### src/rtl/avr_sram_bridge.sv
// ============================================================================
// Module      : avr_sram_bridge
// Description : AVR<->SRAM bridge with a serially loaded address, timed SRAM
//               read/write cycles, an address counter and SNES bus hand-over.
//               Optional AVR_SRAM_AUTO_INC_EN: address += 1 after every access.
// Revision    : 1.0 - initial release
// ============================================================================
`default_nettype none

module avr_sram_bridge #(
    parameter int ADDR_W      = 21,
    parameter int DATA_W      = 8,
    parameter int WAIT_CYCLES = 2
) (
    input  logic              avr_clk,
    input  logic              avr_reset,
    input  logic              avr_sreg_en_n,
    input  logic              avr_si,
    input  logic              avr_counter_n,
    input  logic              avr_oe_n,
    input  logic              avr_we_n,
    input  logic              avr_snes_mode,
    input  logic [DATA_W-1:0] avr_data_in,
    output logic [DATA_W-1:0] avr_data_out,
    output logic              avr_busy,
    input  logic [ADDR_W-1:0] snes_addr,
    input  logic              snes_oe_n,
    input  logic              snes_we_n,
    output logic [ADDR_W-1:0] sram_addr,
    input  logic [DATA_W-1:0] sram_data_in,
    output logic [DATA_W-1:0] sram_data_out,
    output logic              sram_data_oe,
    output logic              sram_ce_n,
    output logic              sram_oe_n,
    output logic              sram_we_n
);

    localparam int WCNT_W = (WAIT_CYCLES > 1) ? $clog2(WAIT_CYCLES) : 1;
    localparam logic [WCNT_W-1:0] WAIT_LAST = WCNT_W'(WAIT_CYCLES - 1);
`ifdef AVR_SRAM_AUTO_INC_EN
    localparam logic AUTO_INC = 1'b1;
`else
    localparam logic AUTO_INC = 1'b0;
`endif

    typedef enum logic [2:0] {
        S_IDLE     = 3'd0,
        S_RD_WAIT  = 3'd1,
        S_RD_LATCH = 3'd2,
        S_WR_SETUP = 3'd3,
        S_WR_PULSE = 3'd4,
        S_WR_HOLD  = 3'd5,
        S_DONE     = 3'd6
    } state_t;

    state_t              state_q;
    logic [ADDR_W-1:0]   addr_q;
    logic [WCNT_W-1:0]   wait_q;
    logic [DATA_W-1:0]   data_out_q;
    logic [DATA_W-1:0]   wr_data_q;
    logic                oe_prev_q, we_prev_q, cnt_prev_q;
    logic                ce_n_q, oe_n_q, we_n_q, data_oe_q, busy_q;
    logic                mode_q, pend_q, is_wr_q;

    logic                oe_fall, we_fall, cnt_fall;
    logic [1:0]          inc_amt;

    assign oe_fall  = oe_prev_q  & ~avr_oe_n;
    assign we_fall  = we_prev_q  & ~avr_we_n;
    assign cnt_fall = cnt_prev_q & ~avr_counter_n;
    // Increment applied when leaving DONE: deferred counter edge plus optional auto-increment
    assign inc_amt  = {1'b0, pend_q | cnt_fall} + {1'b0, AUTO_INC};

    always_ff @(posedge avr_clk or posedge avr_reset) begin
        if (avr_reset) begin
            state_q    <= S_IDLE;
            addr_q     <= '0;
            wait_q     <= '0;
            data_out_q <= '0;
            wr_data_q  <= '0;
            oe_prev_q  <= 1'b1;
            we_prev_q  <= 1'b1;
            cnt_prev_q <= 1'b1;
            ce_n_q     <= 1'b1;
            oe_n_q     <= 1'b1;
            we_n_q     <= 1'b1;
            data_oe_q  <= 1'b0;
            busy_q     <= 1'b0;
            mode_q     <= 1'b0;
            pend_q     <= 1'b0;
            is_wr_q    <= 1'b0;
        end else begin
            oe_prev_q  <= avr_oe_n;
            we_prev_q  <= avr_we_n;
            cnt_prev_q <= avr_counter_n;
            if (state_q != S_IDLE && cnt_fall)
                pend_q <= 1'b1;

            case (state_q)
                S_IDLE: begin
                    mode_q <= avr_snes_mode;
                    if (!mode_q) begin
                        if (!avr_sreg_en_n)
                            addr_q <= {addr_q[ADDR_W-2:0], avr_si};
                        else if (cnt_fall)
                            addr_q <= addr_q + 1'b1;
                        // Simultaneous strobes: the write is taken, the read is dropped
                        if (we_fall) begin
                            state_q   <= S_WR_SETUP;
                            is_wr_q   <= 1'b1;
                            wr_data_q <= avr_data_in;
                            ce_n_q    <= 1'b0;
                            data_oe_q <= 1'b1;
                            busy_q    <= 1'b1;
                        end else if (oe_fall) begin
                            state_q <= S_RD_WAIT;
                            is_wr_q <= 1'b0;
                            ce_n_q  <= 1'b0;
                            oe_n_q  <= 1'b0;
                            busy_q  <= 1'b1;
                            wait_q  <= '0;
                        end
                    end
                end
                S_RD_WAIT: begin
                    if (wait_q == WAIT_LAST)
                        state_q <= S_RD_LATCH;
                    else
                        wait_q <= wait_q + 1'b1;
                end
                S_RD_LATCH: begin
                    data_out_q <= sram_data_in;
                    ce_n_q     <= 1'b1;
                    oe_n_q     <= 1'b1;
                    state_q    <= S_DONE;
                end
                S_WR_SETUP: begin
                    we_n_q  <= 1'b0;
                    wait_q  <= '0;
                    state_q <= S_WR_PULSE;
                end
                S_WR_PULSE: begin
                    if (wait_q == WAIT_LAST) begin
                        we_n_q  <= 1'b1;
                        state_q <= S_WR_HOLD;
                    end else begin
                        wait_q <= wait_q + 1'b1;
                    end
                end
                S_WR_HOLD: begin
                    ce_n_q    <= 1'b1;
                    data_oe_q <= 1'b0;
                    state_q   <= S_DONE;
                end
                S_DONE: begin
                    if (is_wr_q ? avr_we_n : avr_oe_n) begin
                        state_q <= S_IDLE;
                        busy_q  <= 1'b0;
                        pend_q  <= 1'b0;
                        addr_q  <= addr_q + {{(ADDR_W-2){1'b0}}, inc_amt};
                    end
                end
                default: state_q <= S_IDLE;
            endcase
        end
    end

    assign avr_data_out  = data_out_q;
    assign avr_busy      = busy_q;
    assign sram_data_out = wr_data_q;
    assign sram_addr     = mode_q ? snes_addr                : addr_q;
    assign sram_oe_n     = mode_q ? snes_oe_n                : oe_n_q;
    assign sram_we_n     = mode_q ? snes_we_n                : we_n_q;
    assign sram_ce_n     = mode_q ? (snes_oe_n & snes_we_n)  : ce_n_q;
    assign sram_data_oe  = mode_q ? 1'b0                     : data_oe_q;

endmodule

`default_nettype wire

### config.mk
export PLATFORM = sky130hd
export DESIGN_NAME = avr_sram_bridge
export DESIGN_NICKNAME = d
export VERILOG_FILES = /design/src/rtl/avr_sram_bridge.sv
export SDC_FILE = /design/constraint.sdc
export NUM_CORES = 1
export LEC_CHECK = 0
export ABC_AREA = 1
export CORE_MARGIN = 2
export CORE_UTILIZATION = 25
export DETAILED_ROUTE_END_ITERATION = 7
export GPL_ROUTABILITY_DRIVEN = 0
export PLACE_DENSITY = 0.49
export SLEW_MARGIN = 20
export SYNTH_ARGS = -nofsm -noshare
export SYNTH_HDL_FRONTEND = slang
export SYNTH_SLANG_ARGS = --single-unit
### constraint.sdc
create_clock -name avr_clk -period 2.3 [get_ports avr_clk]
set_clock_uncertainty 0.15 [all_clocks]
set_input_delay 0.575 -clock avr_clk [delete_from_list [all_inputs] [get_ports avr_clk]]
set_output_delay 0.575 -clock avr_clk [all_outputs]
set_load 0.05 [all_outputs]
# Word level (Yosys, flattened, before mapping)
# Index checks and enable logic that the tools add are counted.
# totals
regBits	52
latch_bits	0
ramBits	0
mem_bits_ro	0
input_bits	47
output_inout_bits	42
word_cells	106
mem_count	0
# op_classes
n_addsub	3
mul	0
div	0
magnitude_cmp	0
n_eq_ne	15
shifts	0
muxes	41
bitwise_logic	9
reduce_logical	22
# op_table
operator	count
$mux 21	5
$pmux 21 s2	1
$mux 1	22
$add 21x1->21	1
$add 21x1->21 const B	1
$mux 3	6
$pmux 3 s6	1
$reduce_and 4->1	4
$ne 2x2->1 const B	7
$reduce_and 3->1	4
$reduce_bool 2->1	6
$pmux 1 s2	5
$eq 3x3->1 const B	3
$eq 3x2->1 const B	2
$ne 3x3->1 const B	2
$reduce_bool 3->1	2
$reduce_and 5->1	1
$and 1x1->1	4
$not 1->1	4
$reduce_or 2->1	2
$eq 3x1->1 const B	1
$logic_not 3->1	1
$pmux 1 s3	1
$reduce_and 2->1	1
other kinds (3)	3

# Longest topological paths before layout
# depth
depth_word	6
depth_mapped	16

# Worst setup path after synthesis
# OpenSTA, ideal clock, no wires.
# synth_timing
path_kind	reg-to-output
start	reg mode_q
end	out sram_addr[12]
t_arrival_ns	1.774
setup_slack_ns	-0.199
path_stages_with_launch	4
n_path_buf	2
path_cell_list	dfrtp_1 > buf_4 > clkbuf_1 > o21ai_0
# synth_via
elab_chain_len	1
# synth_lines
item	line	rtl
start: declaration	63	logic mode_q, pend_q, is_wr_q;
start signal: assignment	101	mode_q <= avr_snes_mode;
$mux 21	171	assign sram_addr = mode_q ? snes_addr : addr_q;
end: declaration	29	output logic [ADDR_W-1:0] sram_addr,
# Every way passes these cells.

# Final worst setup path
# layout_timing
start	reg data_out_q[6] (netlist: avr_data_out[6])
end	out avr_data_out[6]
# layout_lines
item	line	rtl
start: declaration	59	logic [DATA_W-1:0] data_out_q;
start signal: assignment	132	data_out_q <= sram_data_in;
end: declaration	24	output logic [DATA_W-1:0] avr_data_out,
# No word-level cell between the ends.

==> results.json <==
{
  "post_drt_wl_per_cell_um": 13.7,
  "relSlewSlack": 0.651,
  "crit_path_end_kind": "output port",
  "ctsLongestPathBuffers": 2,
  "critPathMaxFanout": 2,
  "rows": 44,
  "clock.fmax_mhz": 451,
  "grt_pass1_wl_mm": 19.0,
  "nets": 699,
  "setup_viol": 0,
  "die_h_um": 125,
  "cpMaxStageDelayCell": "clkdlybuf4s50_1",
  "antenna_found_initial": 0,
  "startpoint_type": "flop",
  "io_pins": 89,
  "dr.first_iter.drc_count": 209,
  "fp.dieW_um": 125,
  "outcome": "completed",
  "drt-total-wl_mm": 11.5,
  "track_usage": 0.148,
  "synthArstFlopShare": 1.00,
  "synth_ff_type": "dfrtp_1",
  "start_util": 0.254,
  "mostFrequentLayoutCells": "nand2_1, clkdlybuf4s50_1, o21ai_0",
  "final_cells": 833,
  "vias_per_cell": 4.68,
  "layout-drive-gt1-share": 0.179,
  "crit_buf_inv": 1,
  "startpoint": "avr_data_out[6]",
  "cts.sink_count": 52,
  "htreeDepth": 2,
  "yosysWarnings": 0,
  "path_clk_slew_ps": 70,
  "tightest_slew_ps": 522,
  "vdd.ir_drop.worst_v": 0.000922,
  "cts_tree": "done",
  "root_buffer": "clkbuf_16",
  "syn_avg_cell_area_sq_um": 6.67,
  "synth_enable_flop_cells": 0,
  "crit_chain": "clkdlybuf4s50_1",
  "dp.cells": 824,
  "syn-num-nets": 600,
  "hold_start": "avr_counter_n",
  "arrival_ps": 1490,
  "worstSkewPairLatency_ps": 310,
  "drt_first_pass_iters": 5,
  "cpPeakStageDelay_ps": 820,
  "min_period_over_period": 0.963,
  "r2r_start": "cnt_prev_q",
  "vias": 3898,
  "synthCells": 549,
  "drv_cap": 0,
  "p_leak_nw": 2.42,
  "hold_viol_final": 0,
  "fin_util": 0.370,
  "design.core.area_sq_um": 14400,
  "grt_overflow": 0,
  "synth_area_sq_um": 3660,
  "synth.distinct_cells": 33,
  "finalSetupTns_ps": 0,
  "ys_ff_latch": 52,
  "hpwl_mm": 8.39,
  "cts_buffers": 5,
  "drc": 0,
  "final_antenna_net_count": 0,
  "p_per_area_nw_per_um2": 1550,
  "finalMaxSlewViolations": 0,
  "hold_path_class": "input pin to flop",
  "rsz0062_at_grt": "false",
  "period_needed_ps": 2220,
  "nFillCells": 1537,
  "ys_seq_area_frac": 0.358,
  "power_mw": 8.26,
  "first_global_vias": 3905,
  "required_ps": 1570,
  "port_buffers": 88,
  "final_common_cell": "nand2_1",
  "worstSetupPathType": "flop to output port",
  "grt_max_degree": 35,
  "cp_top_family": "buffers and inverters",
  "area_delta_synth_final_pct": 45.9,
  "antenna_cells": 0,
  "die-area_sq_um": 15600
}
-- routing by layer --
metal	GRT usage	share of wire
met3	0.0419	0.069
met1	0.188	0.45
met4	0.0353	0.0068
met2	0.249	0.47
met5	0	0
-- power breakdown --
part	leakage, nW	switching, mW	total, mW	internal [mW]
Sequential	0.622	0.480	1.84	1.35
Clock	0.0708	0.397	0.810	0.413
Combinational	1.73	3.42	5.62	2.20
-- area by class of cell --
| cell class | instances | area, sq um | share of cell area |
|---|---|---|---|
| inverter | 58 | 220 | 0.0412 |
| tap | 184 | 230 | 0.0431 |
| timing repair buffer | 112 | 1320 | 0.246 |
| multi-input combinational | 419 | 2120 | 0.396 |
| clock inverter | 3 | 25.0 | 0.00468 |
| clock buffer | 5 | 125 | 0.0234 |
| sequential | 52 | 1310 | 0.245 |
-- final timing paths --
path                                         to  slack [ps]  depth (start not counted)
max in group asynchronous             addr_q[7]        1130                          3
worst max-delay path            avr_data_out[6]          80                          1
worst max register to register       addr_q[16]         190                         14
worst min-delay path                 cnt_prev_q         230                          1
min in group asynchronous             data_oe_q         410                          2
worst min register to register           oe_n_q         320                          2
-- cell usage after synthesis (5+ instances only) --
library cell  number  share of area
nand2_1          193           0.20
o21ai_0           60          0.082
inv_1             50          0.051
nand3_1           47          0.064
dfrtp_1           46           0.31
nor2_1            35          0.036
nor2_2            12          0.021
xor2_1            12          0.029
a21oi_1           10          0.014
buf_2              8          0.011
mux2_2             8          0.025
clkbuf_1           7         0.0072
a31oi_1            6          0.010
dfstp_2            6          0.043
o21ai_1            6         0.0082
buf_4              5          0.010
nand2_2            5         0.0085
-- metrics by stage --
stage / worst slack [ps] / cell area (sq um) / hold slack (ps)
CTS: 20.3 / 5260 / 321
global placement: -583 / 5100 / 306
finish: 84.7 / 5340 / 228
detailed placement: -586 / 5100 / 310
floorplan: -199 / 3660 / 292
global route: 2.86 / 5340 / 217
-- state kept, by name, indices dropped and copies added, names as in the netlist --
name,count
oe_n_q,1
we_n_q,1
pend_q,1
oe_prev_q,1
addr_q,21
we_prev_q,1
avr_busy,1
is_wr_q,1
ce_n_q,1
wait_q,1
data_oe_q,1
cnt_prev_q,1
avr_data_out,8
sram_data_out,8
state_q,3
mode_q,1
-- cells by family after synthesis --
| logic type | Yosys count | synth area share |
|---|---|---|
| AOI/OAI and AO/OA | 91 | 0.133 |
| xor gates and xnor gates | 12 | 0.0287 |
| adders and majority gates | 4 | 0.0137 |
| buffers and inverters | 78 | 0.0882 |
| DFF | 52 | 0.358 |
| muxes | 8 | 0.0246 |
| and+or+nand+nor | 304 | 0.354 |
-- what timing repair did --
item / CTS / global route
setup buffers: 0 / 1
endpoints found under the setup margin: 21 / 12
hold buffers: 0 / 0
pin swaps: 0 / 4
resized for setup: 5 / 23
No activity file was read; power rests on OpenSTA's default activity.
